<file path="config.mk">
export PLATFORM = sky130hd
export DESIGN_NAME = vga_write_arbiter
export DESIGN_NICKNAME = d
export VERILOG_FILES = /design/src/rtl/vga_arb_pkg.sv /design/src/rtl/vga_write_arbiter_rr_pick.sv /design/src/rtl/vga_write_arbiter.sv
export SDC_FILE = /design/constraint.sdc
export NUM_CORES = 1
export LEC_CHECK = 0
export ABC_AREA = 1
export CAP_MARGIN = 10
export CORE_ASPECT_RATIO = 0.75
export CORE_MARGIN = 2
export CORE_UTILIZATION = 32
export DETAILED_ROUTE_END_ITERATION = 16
export HOLD_SLACK_MARGIN = 0.15
export MAX_ROUTING_LAYER = met4
export PLACE_DENSITY_LB_ADDON = 0.05
export SYNTH_ARGS = -nofsm -noshare
export SYNTH_HDL_FRONTEND = slang
export SYNTH_SLANG_ARGS = --single-unit
export TNS_END_PERCENT = 50
</file>
<file path="constraint.sdc">
create_clock -name clock -period 4.7 [get_ports clock]
set_input_delay 1.41 -clock clock [delete_from_list [all_inputs] [get_ports clock]]
set_output_delay 1.41 -clock clock [all_outputs]
set_load 0.01 [all_outputs]
</file>
<file path="src/rtl/vga_arb_pkg.sv">
// Shared definitions for the VGA pixel-write arbiter.
//   SCREEN_W / SCREEN_H : visible screen size, used by the optional bounds filter
//   DEF_X_W / DEF_Y_W / DEF_C_W : default pixel coordinate and colour widths
//   arb_state_e : arbiter FSM states
package vga_arb_pkg;

  localparam int SCREEN_W = 160;
  localparam int SCREEN_H = 120;

  localparam int DEF_X_W = 8;
  localparam int DEF_Y_W = 7;
  localparam int DEF_C_W = 12;

  typedef enum logic {
    IDLE   = 1'b0,
    LOCKED = 1'b1
  } arb_state_e;

endpackage

</file>
<file path="src/rtl/vga_write_arbiter_rr_pick.sv">
// rr_pick: combinational round-robin priority selector.
//   req        in  N_REQ  request vector
//   last_grant in  GW     most recently served requester
//   winner     out GW     first requester at or after (last_grant+1) mod N_REQ
//   any        out 1      at least one request present
module rr_pick
  import vga_arb_pkg::*;
#(
  parameter int N_REQ = 4,
  parameter int GW    = $clog2(N_REQ)
) (
  input  logic [N_REQ-1:0] req,
  input  logic [GW-1:0]    last_grant,
  output logic [GW-1:0]    winner,
  output logic             any
);

  logic [GW-1:0] idx;

  always_comb begin
    winner = '0;
    any    = 1'b0;
    idx    = '0;
    for (int unsigned k = 1; k <= N_REQ; k++) begin
      idx = GW'((32'(last_grant) + k) % N_REQ);
      if (!any && req[idx]) begin
        any    = 1'b1;
        winner = idx;
      end
    end
  end

endmodule

</file>
<file path="src/rtl/vga_write_arbiter.sv">
// vga_write_arbiter: shares the single VGA pixel-write port among N_REQ
// producers. One producer at a time is granted (round-robin) and keeps the
// grant until it hands over its last pixel or the watchdog revokes it.
// Accepted pixels are registered once before driving the VGA adapter.
//
// Ports:
//   clock, reset          rising-edge clock, asynchronous active-high reset
//   req_valid/req_last    per-requester handshake and end-of-burst marker
//   req_x/req_y/req_color flattened pixel data, slice i = [i*W +: W]
//   req_ready             one-hot ready for the granted requester while LOCKED
//   vga_x/y/color/plot    registered pixel and one-cycle write strobe
//   grant_id              current / last granted requester
//   busy                  high while LOCKED
//   timeout_pulse         one-cycle pulse when the watchdog revokes a grant
//
// Optional feature: define VGA_ARB_BOUNDS_EN to suppress the plot strobe for
// pixels outside SCREEN_W x SCREEN_H (they are still accepted).
module vga_write_arbiter
  import vga_arb_pkg::*;
#(
  parameter int N_REQ   = 4,
  parameter int X_W     = DEF_X_W,
  parameter int Y_W     = DEF_Y_W,
  parameter int C_W     = DEF_C_W,
  parameter int TIMEOUT = 255
) (
  input  logic                       clock,
  input  logic                       reset,
  input  logic [N_REQ-1:0]           req_valid,
  input  logic [N_REQ-1:0]           req_last,
  input  logic [N_REQ*X_W-1:0]       req_x,
  input  logic [N_REQ*Y_W-1:0]       req_y,
  input  logic [N_REQ*C_W-1:0]       req_color,
  output logic [N_REQ-1:0]           req_ready,
  output logic [X_W-1:0]             vga_x,
  output logic [Y_W-1:0]             vga_y,
  output logic [C_W-1:0]             vga_color,
  output logic                       vga_plot,
  output logic [$clog2(N_REQ)-1:0]   grant_id,
  output logic                       busy,
  output logic                       timeout_pulse
);

  localparam int GW   = $clog2(N_REQ);
  localparam int WD_W = (TIMEOUT > 0) ? $clog2(TIMEOUT + 1) : 1;
  // Expiry is detected on the idle cycle that would bring the count to TIMEOUT.
  localparam logic [WD_W-1:0] WD_LAST = WD_W'((TIMEOUT > 0) ? TIMEOUT - 1 : 0);
  localparam logic [WD_W-1:0] WD_MAX  = '1;

  arb_state_e       state_q, state_d;
  logic [GW-1:0]    grant_q, grant_d;
  logic [GW-1:0]    last_q, last_d;
  logic [N_REQ-1:0] ready_q, ready_d;
  logic             busy_q, busy_d;
  logic             tpulse_q, tpulse_d;
  logic             plot_q, plot_d;
  logic [X_W-1:0]   x_q, x_d;
  logic [Y_W-1:0]   y_q, y_d;
  logic [C_W-1:0]   color_q, color_d;
  logic [WD_W-1:0]  wd_q, wd_d;

  logic             pick_any;
  logic [GW-1:0]    pick_id;
  logic             g_valid;
  logic             g_last;
  logic [X_W-1:0]   g_x;
  logic [Y_W-1:0]   g_y;
  logic [C_W-1:0]   g_color;
  logic             in_bounds;

  rr_pick #(
    .N_REQ (N_REQ),
    .GW    (GW)
  ) u_rr_pick (
    .req        (req_valid),
    .last_grant (last_q),
    .winner     (pick_id),
    .any        (pick_any)
  );

  always_comb begin
    g_valid = req_valid[grant_q];
    g_last  = req_last[grant_q];
    g_x     = req_x[32'(grant_q) * X_W +: X_W];
    g_y     = req_y[32'(grant_q) * Y_W +: Y_W];
    g_color = req_color[32'(grant_q) * C_W +: C_W];
`ifdef VGA_ARB_BOUNDS_EN
    in_bounds = (int'(g_x) < SCREEN_W) && (int'(g_y) < SCREEN_H);
`else
    in_bounds = 1'b1;
`endif
  end

  always_comb begin
    state_d  = state_q;
    grant_d  = grant_q;
    last_d   = last_q;
    ready_d  = ready_q;
    busy_d   = busy_q;
    tpulse_d = 1'b0;
    plot_d   = 1'b0;
    x_d      = x_q;
    y_d      = y_q;
    color_d  = color_q;
    wd_d     = wd_q;

    case (state_q)
      IDLE: begin
        wd_d = '0;
        if (pick_any) begin
          state_d          = LOCKED;
          grant_d          = pick_id;
          ready_d          = '0;
          ready_d[pick_id] = 1'b1;
          busy_d           = 1'b1;
        end
      end

      LOCKED: begin
        // ready_q is one-hot on grant_q here, so g_valid alone is the handshake.
        if (g_valid) begin
          wd_d = '0;
          if (in_bounds) begin
            plot_d  = 1'b1;
            x_d     = g_x;
            y_d     = g_y;
            color_d = g_color;
          end
          if (g_last) begin
            state_d = IDLE;
            last_d  = grant_q;
            ready_d = '0;
            busy_d  = 1'b0;
          end
        end else if (TIMEOUT > 0) begin
          if (wd_q == WD_LAST) begin
            state_d  = IDLE;
            last_d   = grant_q;
            ready_d  = '0;
            busy_d   = 1'b0;
            tpulse_d = 1'b1;
            wd_d     = '0;
          end else if (wd_q != WD_MAX) begin
            wd_d = wd_q + 1'b1;
          end
        end
      end

      default: state_d = IDLE;
    endcase
  end

  always_ff @(posedge clock or posedge reset) begin
    if (reset) begin
      state_q  <= IDLE;
      grant_q  <= '0;
      last_q   <= GW'(N_REQ - 1);
      ready_q  <= '0;
      busy_q   <= 1'b0;
      tpulse_q <= 1'b0;
      plot_q   <= 1'b0;
      x_q      <= '0;
      y_q      <= '0;
      color_q  <= '0;
      wd_q     <= '0;
    end else begin
      state_q  <= state_d;
      grant_q  <= grant_d;
      last_q   <= last_d;
      ready_q  <= ready_d;
      busy_q   <= busy_d;
      tpulse_q <= tpulse_d;
      plot_q   <= plot_d;
      x_q      <= x_d;
      y_q      <= y_d;
      color_q  <= color_d;
      wd_q     <= wd_d;
    end
  end

  assign req_ready     = ready_q;
  assign vga_x         = x_q;
  assign vga_y         = y_q;
  assign vga_color     = color_q;
  assign vga_plot      = plot_q;
  assign grant_id      = grant_q;
  assign busy          = busy_q;
  assign timeout_pulse = tpulse_q;

endmodule

</file>
==> results of run 1 <==
worst max path at each step:
stage	endpoint	slack, ns	cells after the start
3_3_place_gp	vga_x[6]	1.18	8
6_report	vga_y[6]	1.47	8
4_1_cts	vga_y[3]	1.45	8
3_5_place_dp	vga_y[3]	1.15	8
2_1_floorplan	busy	2.18	1
5_1_grt	vga_y[3]	1.21	8
cell type report:
type | count | area [um2] | share of cell area
Clock buffer | 6 | 139 | 0.0291
Clock inverter | 2 | 35.0 | 0.00734
Inverter | 22 | 85.1 | 0.0178
Multi-Input combinational cell | 345 | 1610 | 0.338
Sequential cell | 47 | 1180 | 0.247
Tap cell | 128 | 160 | 0.0336
Timing Repair Buffer | 157 | 1560 | 0.327
synthesized netlist by cell type (4+ instances only):
library cell  count  area (um2)
dfrtp_1          45        1130
inv_1            16        60.1
nand3_1          11        55.1
nand4_1           4        25.0
nor2_1           63         236
nand2_1         138         518
inv_2             5        18.8
clkbuf_1         13        48.8
nand2_2          10        62.6
nor3_1            6        30.0
o22ai_1          27         169
buf_4             4        30.0
o21ai_0          51         255
o21ai_1          12        60.1
a21oi_1           5        25.0
buf_2             7        35.0
kinds of logic (layout without fill, tap and decap cells):
logic type / count (synthesis) / in the layout
AO/OA/AOI/OAI: 98 / 98
buffers and inverters: 46 / 187
AND/OR/NAND/NOR: 245 / 245
flip-flops: 47 / 47
adder cells (fa/ha/maj): 2 / 2
state kept, by name (all words and copies together) (netlist names):
register and count:
vga_y 7, state_q 1, grant_id 2, busy 1, vga_x 8, vga_color 12
wd_q 8, vga_plot 1, last_q 2, req_ready 4, timeout_pulse 1
metal layers:
metal  global-route usage  vias to the layer above
li1                     -                     1716
met1                0.251                     1587
met2                0.366                      104
met3               0.0450                        8
met4               0.0449                        0
met5                    -                        -
power by group through the flow:
stage / Sequential [mW] / Combinational [mW] / Clock, mW
2_1_floorplan: 0.739 / 1.03 / 0
3_3_place_gp: 0.695 / 1.69 / 0
3_5_place_dp: 0.697 / 1.72 / 0
4_1_cts: 0.693 / 1.72 / 0.420
5_1_grt: 0.715 / 1.90 / 0.439
6_report: 0.693 / 1.70 / 0.411
critical path: stages:
cell and delay (ns):
clkdlybuf4s50_1 0.52, a21oi_1 0.08, o21ai_1 0.12, nand2_2 0.12, nor2_4 0.55, inv_2 0.39, nand2_1 0.15, nand2_1 0.06
metrics by stage:
| step | cell area [um2] | hold WS, ns |
|---|---|---|
| final | 4770 | 0.471 |
| after global routing | 4770 | 0.500 |
| after floorplan | 2990 | 0.495 |
| after global placement | 4600 | 0.454 |
| after detailed placement | 4600 | 0.459 |
| after CTS | 4770 | 0.473 |
==> run summary, run 1 <==
Synth Area in Compound Gates: 0.178
I/O Buffers: 153
DRC viols: 0
Wire length per cell: 14.4 um
Number of global-route vias before repair: 3317
Post-layout nets: 698
First-pass GRT wire length: 16.1 mm
HP Start: vga_color[8]
Worst setup EP type: flip-flop
Synth Register Bits: 47
YS warnings: 0
Initial Util: 0.330
RR Endpoint: vga_y[6]
Syn Inst Count: 438
Ys async rst share: 1.00
Root Driver: clkbuf_16
Commonest non-fill, non-tap cell in the layout: clkdlybuf4s50_1
Die area: 10100 um2
Post-Syn Area per Cell: 6.82 um2
Maximum vdd ir drop: 0.388 mV
Slew Viols, Final: 0
Final hold vios: 0
R2R Path Start: grant_id[0]
Prevailing post-synth register cell: dfrtp_1
Fin cells: 707
CTS tree: done
Mux contribution to synthesized area: 0
DP Worst Slack: 1.15 ns
WS Path Type: in2reg
Clock Skew: 0.00294 ns
# rows: 30
# clock sinks: 47
Layout cell share with drive strength beyond 1: 0.0743
Simple-gate portion of the synthesized area: 0.353
CP startpoint kind: input pin
Die H: 87.7 um
GR Overflow Total: 0
Pin count of the biggest net entering global routing: 62
Metal3 WL: 586 um
Library cells used by synthesis: 28
Detailed placer's ending HPWL: 7.44 mm
Clock share of power: 0.147
Worst Setup SP: req_valid[1]
Synthesized netlist net count: 558
Most frequent cells in the layout: 153 x clkdlybuf4s50_1, 138 x nand2_1, 63 x nor2_1, 51 x o21ai_0, 44 x dfrtp_1
Final GP Congestion: 0.864
R2R depth: 8
P_sw: 1.27 mW
Gr usage total: 0.210
Post CTS Setup Buffer Count: 0
Sequential power share: 0.248
Core area: 9050 um2
Clock buffer depth: 2
Min-delay worst type: reg2reg
Status: finished, final reports clean
Comb pwr share: 0.606
Final min period: 3.23 ns
Sequential cell area fraction in the yosys report: 0.394
Actual slew at the worst max-slew pin: 0.984 ns
Diodes inserted: 0
Dpl cells: 699
Post-CTS sizing: 0
Starting DRT DRC Count: 123
Worst reg-to-reg setup slack: 2.18 ns
Static leakage: 2.12 nW
Final WL: 10.2 mm
ANT nets after route: 0
Relative slew slack: 0.344
Via count: 3415
RSZ-0062 raised after global routing: no
Final setup vio count: 0
Final worst setup slack: 1.47 ns
Met2 wire length: 4.86 mm
Worst Path Max Fanout: 30
Pwr/cell area: 587 nW/um2
Cell area after synthesis: 2990 um2
Post-Synth XOR/XNOR Area: 0
Die X: 116 um
Fillers: 918
Net Sw Frac: 0.453
EDFF count, synth: 0
Post-layout util: 0.527
CTS H-Tree Depth: 2
Hold bufs inserted after CTS: 0
Hold path cells: 2
Arrival @ worst endpoint: 3.41 ns
Largest family of logic cells by synthesized area: simple AND/OR/NAND/NOR gates
Hold Crit Endpoint: vga_color[8]
Clock Latency Late Sink: 0.29 ns
DR vias/cell: 4.83
DR top layer: met4
DRT met1 WL: 4.60 mm
First-pass DRT Iterations: 4
Area growth, synth to finish: 59.7%
Req. time, crit path: 4.88 ns
# IOs: 154
CTS Buf Count: 5
Setup tns final: 0 ns
Final period utilization: 0.688
Clock Pin Slew Worst Setup and Hold Paths: 0.06 ns
Antenna violations before repair: 0
Post-Synth Adder-Cell Area: 0.00838
Overall power: 2.80 mW
Power Internal: 1.53 mW
Max-cap violations: 0
Fmax: 0.309 GHz
No activity file was read; power rests on OpenSTA's default activity.
==> run 2: changes to the inputs <==
clock period = 2.8 ns   (was 4.7 ns; I/O delays follow)
==> run summary, run 2 (synthesized netlist as in run 1, its figures left out) <==
Max reg flops: 12 (unchanged)
Post-CTS sizing: 0 (unchanged)
Dpl cell area: 4620 um2 (was 4600 um2)
Max-cap violations: 0 (unchanged)
First-pass GRT wire length: 16.1 mm (about the same)
Hold bufs inserted after CTS: 0 (unchanged)
# rows: 30 (unchanged)
R2R Path Start: grant_id[0] (unchanged)
First-pass DRT Iterations: 4 (unchanged)
Fillers: 891 (was 918)
HP Start: vga_color[2] (was vga_color[8])
Actual slew at the worst max-slew pin: 0.569 ns (was 0.984 ns)
CTS Buf Count: 5 (unchanged)
Buffers & Inverters on Critical Path: 1 (was 2)
RSZ-0062 raised after global routing: no (unchanged)
Status: finished, final reports clean (unchanged)
Initial Util: 0.330 (unchanged)
Final instance area: 4780 um2 (was 4770 um2)
Hold path cells: 2 (unchanged)
Top delay family on crit path: buffers and inverters (unchanged)
# IOs: 154 (unchanged)
RR Endpoint: vga_y[5] (was vga_y[6])
Clock Skew: 0.00401 ns (was 0.00294 ns)
CTS H-Tree Depth: 2 (unchanged)
WS Path Type: reg2out (was in2reg)
Die X: 116 um (unchanged)
Number of global-route vias before repair: 3317 (unchanged)
Req. time, crit path: 1.96 ns (was 4.88 ns)
Worst setup EP type: primary output (was flip-flop)
Crit path largest cell delay: 0.61 ns (was 0.55 ns)
Area growth, synth to finish: 59.8% (was 59.7%)
Worst Path Max Fanout: 19 (was 30)
Setup tns final: 0 ns (unchanged)
ANT nets after route: 0 (unchanged)
Detailed placer's ending HPWL: 7.57 mm (was 7.44 mm)
CP startpoint kind: flip-flop (was input pin)
Commonest non-fill, non-tap cell in the layout: clkdlybuf4s50_1 (unchanged)
Post CTS Setup Buffer Count: 0 (unchanged)
Crit path cell chain: clkdlybuf4s50_1 (was clkdlybuf4s50_1 -> a21oi_1 -> o21ai_1 -> nand2_2 -> nor2_4 -> inv_2 -> nand2_1 -> nand2_1)
Final hold vios: 0 (unchanged)
Die area: 10100 um2 (unchanged)
Relative slew slack: 0.620 (was 0.344)
Layout cell share with drive strength beyond 1: 0.0773 (was 0.0743)
CTS tree: done (unchanged)
Fmax: 0.430 GHz
Most frequent cells in the layout: 153 x clkdlybuf4s50_1, 138 x nand2_1, 63 x nor2_1, 51 x o21ai_0, 44 x dfrtp_1 (unchanged)
Final setup vio count: 0 (unchanged)
Overall power: 4.63 mW (was 2.80 mW)
Wire length per cell: 14.1 um (was 14.4 um)
Maximum vdd ir drop: 0.497 mV (was 0.388 mV)
Final period utilization: 0.830
Multi-input logic area: 1610 um2 (unchanged)
Slowest CP cell: clkdlybuf4s50_1 (was nor2_4)
Diodes inserted: 0 (unchanged)
Pin count of the biggest net entering global routing: 47 (was 62)
Final min period: 2.32 ns
Arrival @ worst endpoint: 1.48 ns (was 3.41 ns)
Post-layout nets: 701 (was 698)
GR Overflow Total: 0 (unchanged)
Root Driver: clkbuf_16 (unchanged)
Clock Latency Late Sink: 0.28 ns (was 0.29 ns)
Clock buffer depth: 2 (unchanged)
Pwr/cell area: 970 nW/um2 (was 587 nW/um2)
Static leakage: 2.13 nW (was 2.12 nW)
Final GP Congestion: 0.859 (was 0.864)
Min-delay worst type: reg2reg (unchanged)
Hold Crit Endpoint: vga_color[2] (was vga_color[8])
Antenna violations before repair: 0 (unchanged)
Via count: 3403 (was 3415)
Gr usage total: 0.208 (was 0.210)
Starting DRT DRC Count: 108 (was 123)
R2R depth: 8 (unchanged)
Die H: 87.7 um (unchanged)
Final WL: 10.0 mm (was 10.2 mm)
DR vias/cell: 4.79 (was 4.83)
Clock Pin Slew Worst Setup and Hold Paths: 0.06 ns (about the same)
DRC viols: 0 (unchanged)
Worst reg-to-reg setup slack: 0.86 ns (was 2.18 ns)
Slew Viols, Final: 0 (unchanged)
# clock sinks: 47 (unchanged)
Core area: 9050 um2 (unchanged)
I/O Buffers: 153 (unchanged)
Storage element area: 1180 um2 (unchanged)
## run 2: worst max path at each step
stage                 start     endpoint  slack, ns  depth (start not counted)
2_1_floorplan         reset         busy       0.85                          1
3_3_place_gp   req_valid[0]     vga_x[4]       0.29                          8
3_5_place_dp   req_valid[1]     vga_y[5]       0.22                          8
4_1_cts         grant_id[0]  grant_id[0]       0.48                          1
5_1_grt        req_valid[1]     vga_x[4]       0.33                          8
6_report        grant_id[0]  grant_id[0]       0.48                          1
## run 2: cell type report
type,instances,area share
Clock buffer,8,0.0327
Inverter,22,0.0178
Multi-Input combinational cell,345,0.337
Sequential cell,47,0.247
Tap cell,128,0.0335
Timing Repair Buffer,160,0.332
## run 2: metal layers
metal  global-route usage  wire, um  part of all wire
met2                0.347      4620              0.46
met3               0.0422       582             0.058
met1                0.258      4630              0.46
met4               0.0559       182             0.018
met5                    -         0                 0
## run 2: metrics by stage
step                      setup slack (ns)   util  instances  hold WS [ns]
after floorplan                      0.847      -        438         0.495
after CTS                            0.477  0.528        710         0.474
after detailed placement             0.220  0.511        702         0.458
final                                0.475  0.528        710         0.468
after global placement               0.294  0.511        702         0.454
after global routing                 0.330  0.528        710         0.501
## run 2: power breakdown
group | internal, mW | switching, mW | leakage, nW
combinational | 1.17 | 1.66 | 1.46
sequential | 0.973 | 0.213 | 0.590
clock | 0.380 | 0.239 | 0.0772
total | 2.52 | 2.11 | 2.13
